**src/rtl/mcseq_pkg.sv**
```systemverilog
// mcseq_pkg: enable codes, FSM states and program-entry layout shared by the
// program sequencer and its program memory.
package mcseq_pkg;

  localparam logic [1:0] EN_EXEC = 2'b00;
  localparam logic [1:0] EN_R0   = 2'b01;
  localparam logic [1:0] EN_R1   = 2'b10;
  localparam logic [1:0] EN_IR   = 2'b11;

  localparam int ENTRY_W = 10;
  localparam int EN_HI   = 9;
  localparam int EN_LO   = 8;
  localparam int DATA_HI = 7;
  localparam int DATA_LO = 0;

  typedef enum logic [1:0] {
    ST_IDLE  = 2'd0,
    ST_PRE   = 2'd1,
    ST_ISSUE = 2'd2,
    ST_FIN   = 2'd3
  } state_e;

  function automatic logic [1:0] entry_en(input logic [ENTRY_W-1:0] e);
    return e[EN_HI:EN_LO];
  endfunction

  function automatic logic [7:0] entry_data(input logic [ENTRY_W-1:0] e);
    return e[DATA_HI:DATA_LO];
  endfunction

endpackage

```
**src/rtl/mcseq_prog_mem.sv**
```systemverilog
// mcseq_prog_mem: DEPTH x 10 program store, synchronous write, asynchronous read.
// Deliberately unreset so a loaded program survives rst_n.
module mcseq_prog_mem
  import mcseq_pkg::*;
#(
  parameter int DEPTH = 16,
  parameter int AW    = $clog2(DEPTH)
) (
  input  logic               clk,
  input  logic               we_i,
  input  logic [AW-1:0]      waddr_i,
  input  logic [ENTRY_W-1:0] wdata_i,
  input  logic [AW-1:0]      raddr_i,
  output logic [ENTRY_W-1:0] rdata_o
);

  logic [ENTRY_W-1:0] mem_q [DEPTH];

  always_ff @(posedge clk) begin
    if (we_i) mem_q[waddr_i] <= wdata_i;
  end

  assign rdata_o = mem_q[raddr_i];

endmodule

```
**src/rtl/mc_program_sequencer.sv**
```systemverilog
// mc_program_sequencer: replays a {enable,data} program into Main_Controller.
// MCSEQ_RESET_PREAMBLE_EN adds a 01/10/11 register-clear preamble before entry 0.
//   state    | meaning
//   ST_IDLE  | waiting for start; program writable
//   ST_PRE   | issuing the three clear cycles (preamble build only)
//   ST_ISSUE | fetching mem[idx] for the output register
//   ST_FIN   | run complete; done is registered out of this state
module mc_program_sequencer
  import mcseq_pkg::*;
#(
  parameter int DEPTH = 16,
  parameter int AW    = $clog2(DEPTH)
) (
  input  logic               clk,
  input  logic               rst_n,
  input  logic               prog_we,
  input  logic [AW-1:0]      prog_addr,
  input  logic [ENTRY_W-1:0] prog_wdata,
  input  logic               start,
  input  logic [AW:0]        len,
  input  logic               abort,
  output logic               busy,
  output logic               done,
  output logic [AW-1:0]      pc,
  output logic [7:0]         mc_data_in,
  output logic [1:0]         mc_enable
);

  state_e             state_q, state_d;
  logic [AW:0]        len_q, len_d;
  logic [AW-1:0]      idx_q, idx_d;
  logic               busy_q, busy_d, done_q, done_d;
  logic [AW-1:0]      pc_q, pc_d;
  logic [1:0]         en_q, en_d;
  logic [7:0]         data_q, data_d;
`ifdef MCSEQ_RESET_PREAMBLE_EN
  logic [1:0]         pre_q, pre_d;
`endif
  logic [ENTRY_W-1:0] rd_entry;
  logic               idle_ok, kill;
  logic [AW:0]        len_clamped, idx_next;

  // The FSM runs one cycle ahead of the registered outputs, so "idle" and
  // "running" as seen outside also look at the output registers.
  assign idle_ok     = (state_q == ST_IDLE) && !busy_q && !done_q;
  assign kill        = abort && (busy_q || state_q == ST_PRE || state_q == ST_ISSUE);
  assign len_clamped = (len > (AW+1)'(DEPTH)) ? (AW+1)'(DEPTH) : len;
  assign idx_next    = (AW+1)'(idx_q) + (AW+1)'(1);

  mcseq_prog_mem #(.DEPTH(DEPTH), .AW(AW)) u_mem (
    .clk     (clk),
    .we_i    (prog_we && idle_ok),
    .waddr_i (prog_addr),
    .wdata_i (prog_wdata),
    .raddr_i (idx_q),
    .rdata_o (rd_entry)
  );

  always_comb begin
    state_d = state_q;
    len_d   = len_q;
    idx_d   = idx_q;
    busy_d  = 1'b0;
    done_d  = 1'b0;
    pc_d    = '0;
    en_d    = EN_EXEC;
    data_d  = 8'h00;
`ifdef MCSEQ_RESET_PREAMBLE_EN
    pre_d   = pre_q;
`endif
    case (state_q)
      ST_IDLE: begin
        if (start && idle_ok) begin
          len_d = len_clamped;
          idx_d = '0;
`ifdef MCSEQ_RESET_PREAMBLE_EN
          pre_d   = 2'd0;
          state_d = ST_PRE;
`else
          state_d = (len_clamped == '0) ? ST_FIN : ST_ISSUE;
`endif
        end
      end
`ifdef MCSEQ_RESET_PREAMBLE_EN
      ST_PRE: begin
        busy_d = 1'b1;
        en_d   = pre_q + 2'd1;
        pre_d  = pre_q + 2'd1;
        if (pre_q == 2'd2) state_d = (len_q == '0) ? ST_FIN : ST_ISSUE;
      end
`endif
      ST_ISSUE: begin
        busy_d = 1'b1;
        pc_d   = idx_q;
        en_d   = entry_en(rd_entry);
        data_d = entry_data(rd_entry);
        idx_d  = idx_next[AW-1:0];
        if (idx_next == len_q) state_d = ST_FIN;
      end
      ST_FIN: begin
        done_d  = 1'b1;
        idx_d   = '0;
        state_d = ST_IDLE;
      end
      default: state_d = ST_IDLE;
    endcase

    if (kill) begin
      state_d = ST_IDLE;
      idx_d   = '0;
      busy_d  = 1'b0;
      done_d  = 1'b0;
      pc_d    = '0;
      en_d    = EN_EXEC;
      data_d  = 8'h00;
    end
  end

  always_ff @(posedge clk or negedge rst_n) begin
    if (!rst_n) begin
      state_q <= ST_IDLE;
      len_q   <= '0;
      idx_q   <= '0;
      busy_q  <= 1'b0;
      done_q  <= 1'b0;
      pc_q    <= '0;
      en_q    <= EN_EXEC;
      data_q  <= 8'h00;
`ifdef MCSEQ_RESET_PREAMBLE_EN
      pre_q   <= 2'd0;
`endif
    end else begin
      state_q <= state_d;
      len_q   <= len_d;
      idx_q   <= idx_d;
      busy_q  <= busy_d;
      done_q  <= done_d;
      pc_q    <= pc_d;
      en_q    <= en_d;
      data_q  <= data_d;
`ifdef MCSEQ_RESET_PREAMBLE_EN
      pre_q   <= pre_d;
`endif
    end
  end

  assign busy       = busy_q;
  assign done       = done_q;
  assign pc         = pc_q;
  assign mc_enable  = en_q;
  assign mc_data_in = data_q;

endmodule

```
**config.mk**
```make
export PLATFORM = sky130hd
export DESIGN_NAME = mc_program_sequencer
export DESIGN_NICKNAME = d
export VERILOG_FILES = /design/src/rtl/mcseq_pkg.sv /design/src/rtl/mcseq_prog_mem.sv /design/src/rtl/mc_program_sequencer.sv
export SDC_FILE = /design/constraint.sdc
export NUM_CORES = 1
export LEC_CHECK = 0
export CAP_MARGIN = 10
export CORE_ASPECT_RATIO = 0.5
export CORE_MARGIN = 10
export CORE_UTILIZATION = 45
export DETAILED_ROUTE_END_ITERATION = 6
export DONT_BUFFER_PORTS = 1
export GPL_TIMING_DRIVEN = 0
export SYNTH_ARGS = -nofsm -noshare
export SYNTH_HDL_FRONTEND = slang
export SYNTH_SLANG_ARGS = --single-unit
export TNS_END_PERCENT = 100
```
**constraint.sdc**
```tcl
create_clock -name clk -period 3.6 [get_ports clk]
set_input_delay 0.36 -clock clk [delete_from_list [all_inputs] [get_ports clk]]
set_output_delay 0.36 -clock clk [all_outputs]
set_load 0.03 [all_outputs]
```
==> reports/qor.csv <==
stage,metric,value,unit
synth,synth_mux_area_share,15.4,%
clocking,worst_skew_pair.late_latency,0.43,ns
finish,num-nets-final,408,
floorplanning,rows,32,
min_path,holdCritStartpoint,abort,
timing,maxSlewViolCount,0,
clocking,cts_resized,0,
synth,ys_warn_count,0,
placed_design,post-place-ws,0.656,ns
min_path,hold_depth,1,
worst_setup_path,regToRegStartpoint,busy$_DFF_PN0_,
synth,synthFlopType,edfxtp_1,
worst_setup_path,start_kind,register,
worst_setup_path,crit_fanout,10,
worst_setup_path,cp-end-kind,register,
worst_setup_path,critPathArrivalTime,2.96,ns
synth,synthAdderAreaFrac,0.173,%
clocking,htree_levels,4,
global_routing,grt_pass1_wl,22700,um
floorplanning,ios,40,
finish,final_core_util,52.5,%
floorplanning,initial_utilization,46.4,%
placed_design,io_buffers,0,
synth,ys_seq_elements,187,
timing,hold_viol_final,0,
placed_design,dp_hpwl,10300,um
detailed_routing,wl_per_cell,25.8,um
detailed_routing,routed_wl,15500,um
finish,fillers,1177,
synth,ys_types,39,
worst_setup_path,slowest_delay,0.80,ns
clocking,clk_path_buf_depth,2,
timing,setup_ws,0.691,ns
power,peakVddDrop,0.346,mV
power,p_leak,2.63,nW
placed_design,gp_congestion,0.752,
worst_setup_path,worstRegToRegCells,3,
clocking,tritoncts,yes,
timing,finalCriticalPeriod,2.91,ns
finish,num_antenna_cells,0,
synth,yosys.area_share.simple,3.96,%
finish,layout_commonest_cell,edfxtp_1,
finish,area_growth,13.1,%
timing,worst_pin_slew,1.08,ns
floorplanning,core-area,15600,sq um
worst_setup_path,crit_type,reg2reg,
clocking,post_cts_buffers,0,
synth,synth_seq_area_share,75.8,%
clocking,cts.clk_slew.worst_paths,0.06,ns
global_routing,antenna_found_initial,0,
timing,max_freq,344,MHz
min_path,min_to,done$_DFF_PN0_,
timing,finalSetupViolCount,0,
detailed_routing,dr.pass1.iters,5,
synth,synthArstFlopShare,14.4,%
finish,final_cell_mix,"edfxtp_1, mux4_2, dfrtp_1",
detailed_routing,vias,3502,
clocking,ctsHoldBuffers,2,
synth,synthCells,358,
worst_setup_path,r2r_setup_slack,0.69,ns
detailed_routing,drt-vias-per-instance,5.84,
timing,final.setup_skew,0.00887,ns
global_routing,grt_start_max_net_pins,28,
run,drv_cap,0,
timing,max-slew-margin-rel,27.6,%
worst_setup_path,cp_slowest_cell,nor2_1,
global_routing,grt_usage,14.8,%
worst_setup_path,crit_path_cell_trace,or3_1 > or4b_2 > nor2_1,
finish,drive_gt1_share,23.0,%
timing,tns,0,ns
timing,rsz0062_at_grt,false,
synth,synth_xor_area_share,0.796,%
floorplanning,fp.dieW,199,um
clocking,cts.sinks,187,
detailed_routing,drtAntennaViolNets,0,
timing,period_share,80.8,%
timing,holdWs,0.0220,ns
synth,synthesis.nets,383,
worst_setup_path,worstPathRequired,3.65,ns
synth,synth-compound-area-share,2.56,%
power,cellPowerDensity,673,nW/um^2
synth,syn_avg_cell_area,20.2,sq um
detailed_routing,drcViolationCount,0,
synth,syn_area,7230,sq um
synth,synth_top_family_by_area,multiplexers,
detailed_routing,drtIter0Drc,424,
floorplanning,fp.dieH,110,um
min_path,hp-class,in2reg,
clocking,root_buffer,clkbuf_16,
status,outcome,completed,
floorplanning,die_area,21800,sq um
global_routing,grt_overflow_total,0,
global_routing,grt_pass1_vias,3562,
clocking,cts_made_buffers,17,
worst_setup_path,reg2reg_to,u_mem.mem_q[12][7]$_DFFE_PP_,
synth,synth_edf_count,160,
==> kinds of logic (layout without fill, tap and decap cells) <==
| logic type | after synthesis | count (layout) |
|---|---|---|
| DFF | 187 | 187 |
| xor gates and xnor gates | 5 | 5 |
| AOI/OAI and AO/OA | 29 | 29 |
| muxes | 61 | 61 |
| buffers and inverters | 21 | 59 |
| and+or+nand+nor | 54 | 54 |
| adders and majority gates | 1 | 1 |
==> metal layers <==
layer	up-vias	track usage, %	routed length, um
met5	-	0	0
met3	11	3.93	1240
met1	1858	20.5	6910
li1	1501	-	-
met2	132	22.5	7180
met4	0	4.54	127
==> sequential cells by signal, summed over array words and instances (netlist names) <==
| register | cells |
|---|---|
| state_q | 2 |
| len_q | 5 |
| mc_enable | 2 |
| u_mem.mem_q | 160 |
| mc_data_in | 8 |
| pc | 4 |
| busy | 1 |
| done | 1 |
| idx_q | 4 |
==> critical path, delay by kind of cell, from the launching register on <==
kind             cells  cell delay (ns)
DFF                  1             0.54
and+or+nand+nor      3             2.00
==> worst max path at each step <==
stage	slack, ns	cells after the start	endpoint	startpoint
finish	0.69	3	u_mem.mem_q[12][7]$_DFFE_PP_	busy$_DFF_PN0_
global route	0.54	3	u_mem.mem_q[12][3]$_DFFE_PP_	done$_DFF_PN0_
CTS	0.64	3	u_mem.mem_q[8][9]$_DFFE_PP_	busy$_DFF_PN0_
detailed placement	0.66	3	u_mem.mem_q[12][7]$_DFFE_PP_	busy$_DFF_PN0_
global placement	-0.01	3	u_mem.mem_q[0][0]$_DFFE_PP_	busy$_DFF_PN0_
floorplan	0.92	3	u_mem.mem_q[0][0]$_DFFE_PP_	busy$_DFF_PN0_
==> metrics by stage <==
stage,total power (W),instance area (sq um),instances
6_report,0.00550,8170,600
5_1_grt,0.00570,8170,600
4_1_cts,0.00554,8170,600
3_5_place_dp,0.00363,7550,566
3_3_place_gp,0.00360,7480,562
2_1_floorplan,0.00335,7230,358
==> final cells by class <==
class | count | area, sq um | share of cell area (%)
clock buffer | 19 | 433 | 5.30
tap | 204 | 255 | 3.12
multi-input combinational | 150 | 1670 | 20.5
sequential | 187 | 5480 | 67.0
clock inverter | 13 | 164 | 2.01
buffer | 16 | 73.8 | 0.903
inverter | 5 | 18.8 | 0.230
timing repair buffer | 6 | 75.1 | 0.918
==> report_power, final <==
| part | internal, W | total [W] | switching, W |
|---|---|---|---|
| registers | 0.00248 | 0.00262 | 0.000142 |
| clock network | 0.00110 | 0.00191 | 0.000812 |
| logic | 0.000452 | 0.000972 | 0.000520 |
==> synth_stat cells (2+ instances only) <==
| cell type | number | area share [%] |
|---|---|---|
| nor2_1 | 16 | 0.83 |
| nand2b_1 | 6 | 0.52 |
| nand2_1 | 11 | 0.57 |
| o22ai_1 | 10 | 0.87 |
| o21ai_0 | 9 | 0.62 |
| buf_2 | 5 | 0.35 |
| nor2b_1 | 2 | 0.17 |
| or3_1 | 2 | 0.17 |
| clkbuf_1 | 8 | 0.42 |
| edfxtp_1 | 160 | 66 |
| nand4b_1 | 2 | 0.24 |
| mux4_2 | 40 | 12 |
| nor3_1 | 6 | 0.42 |
| a21oi_1 | 3 | 0.21 |
| buf_1 | 2 | 0.10 |
| inv_1 | 4 | 0.21 |
| xnor2_1 | 3 | 0.36 |
| and2_1 | 3 | 0.26 |
| dfrtp_1 | 27 | 9.3 |
| mux2i_1 | 20 | 2.8 |
Note: power is estimated with default switching activity, not from simulation.
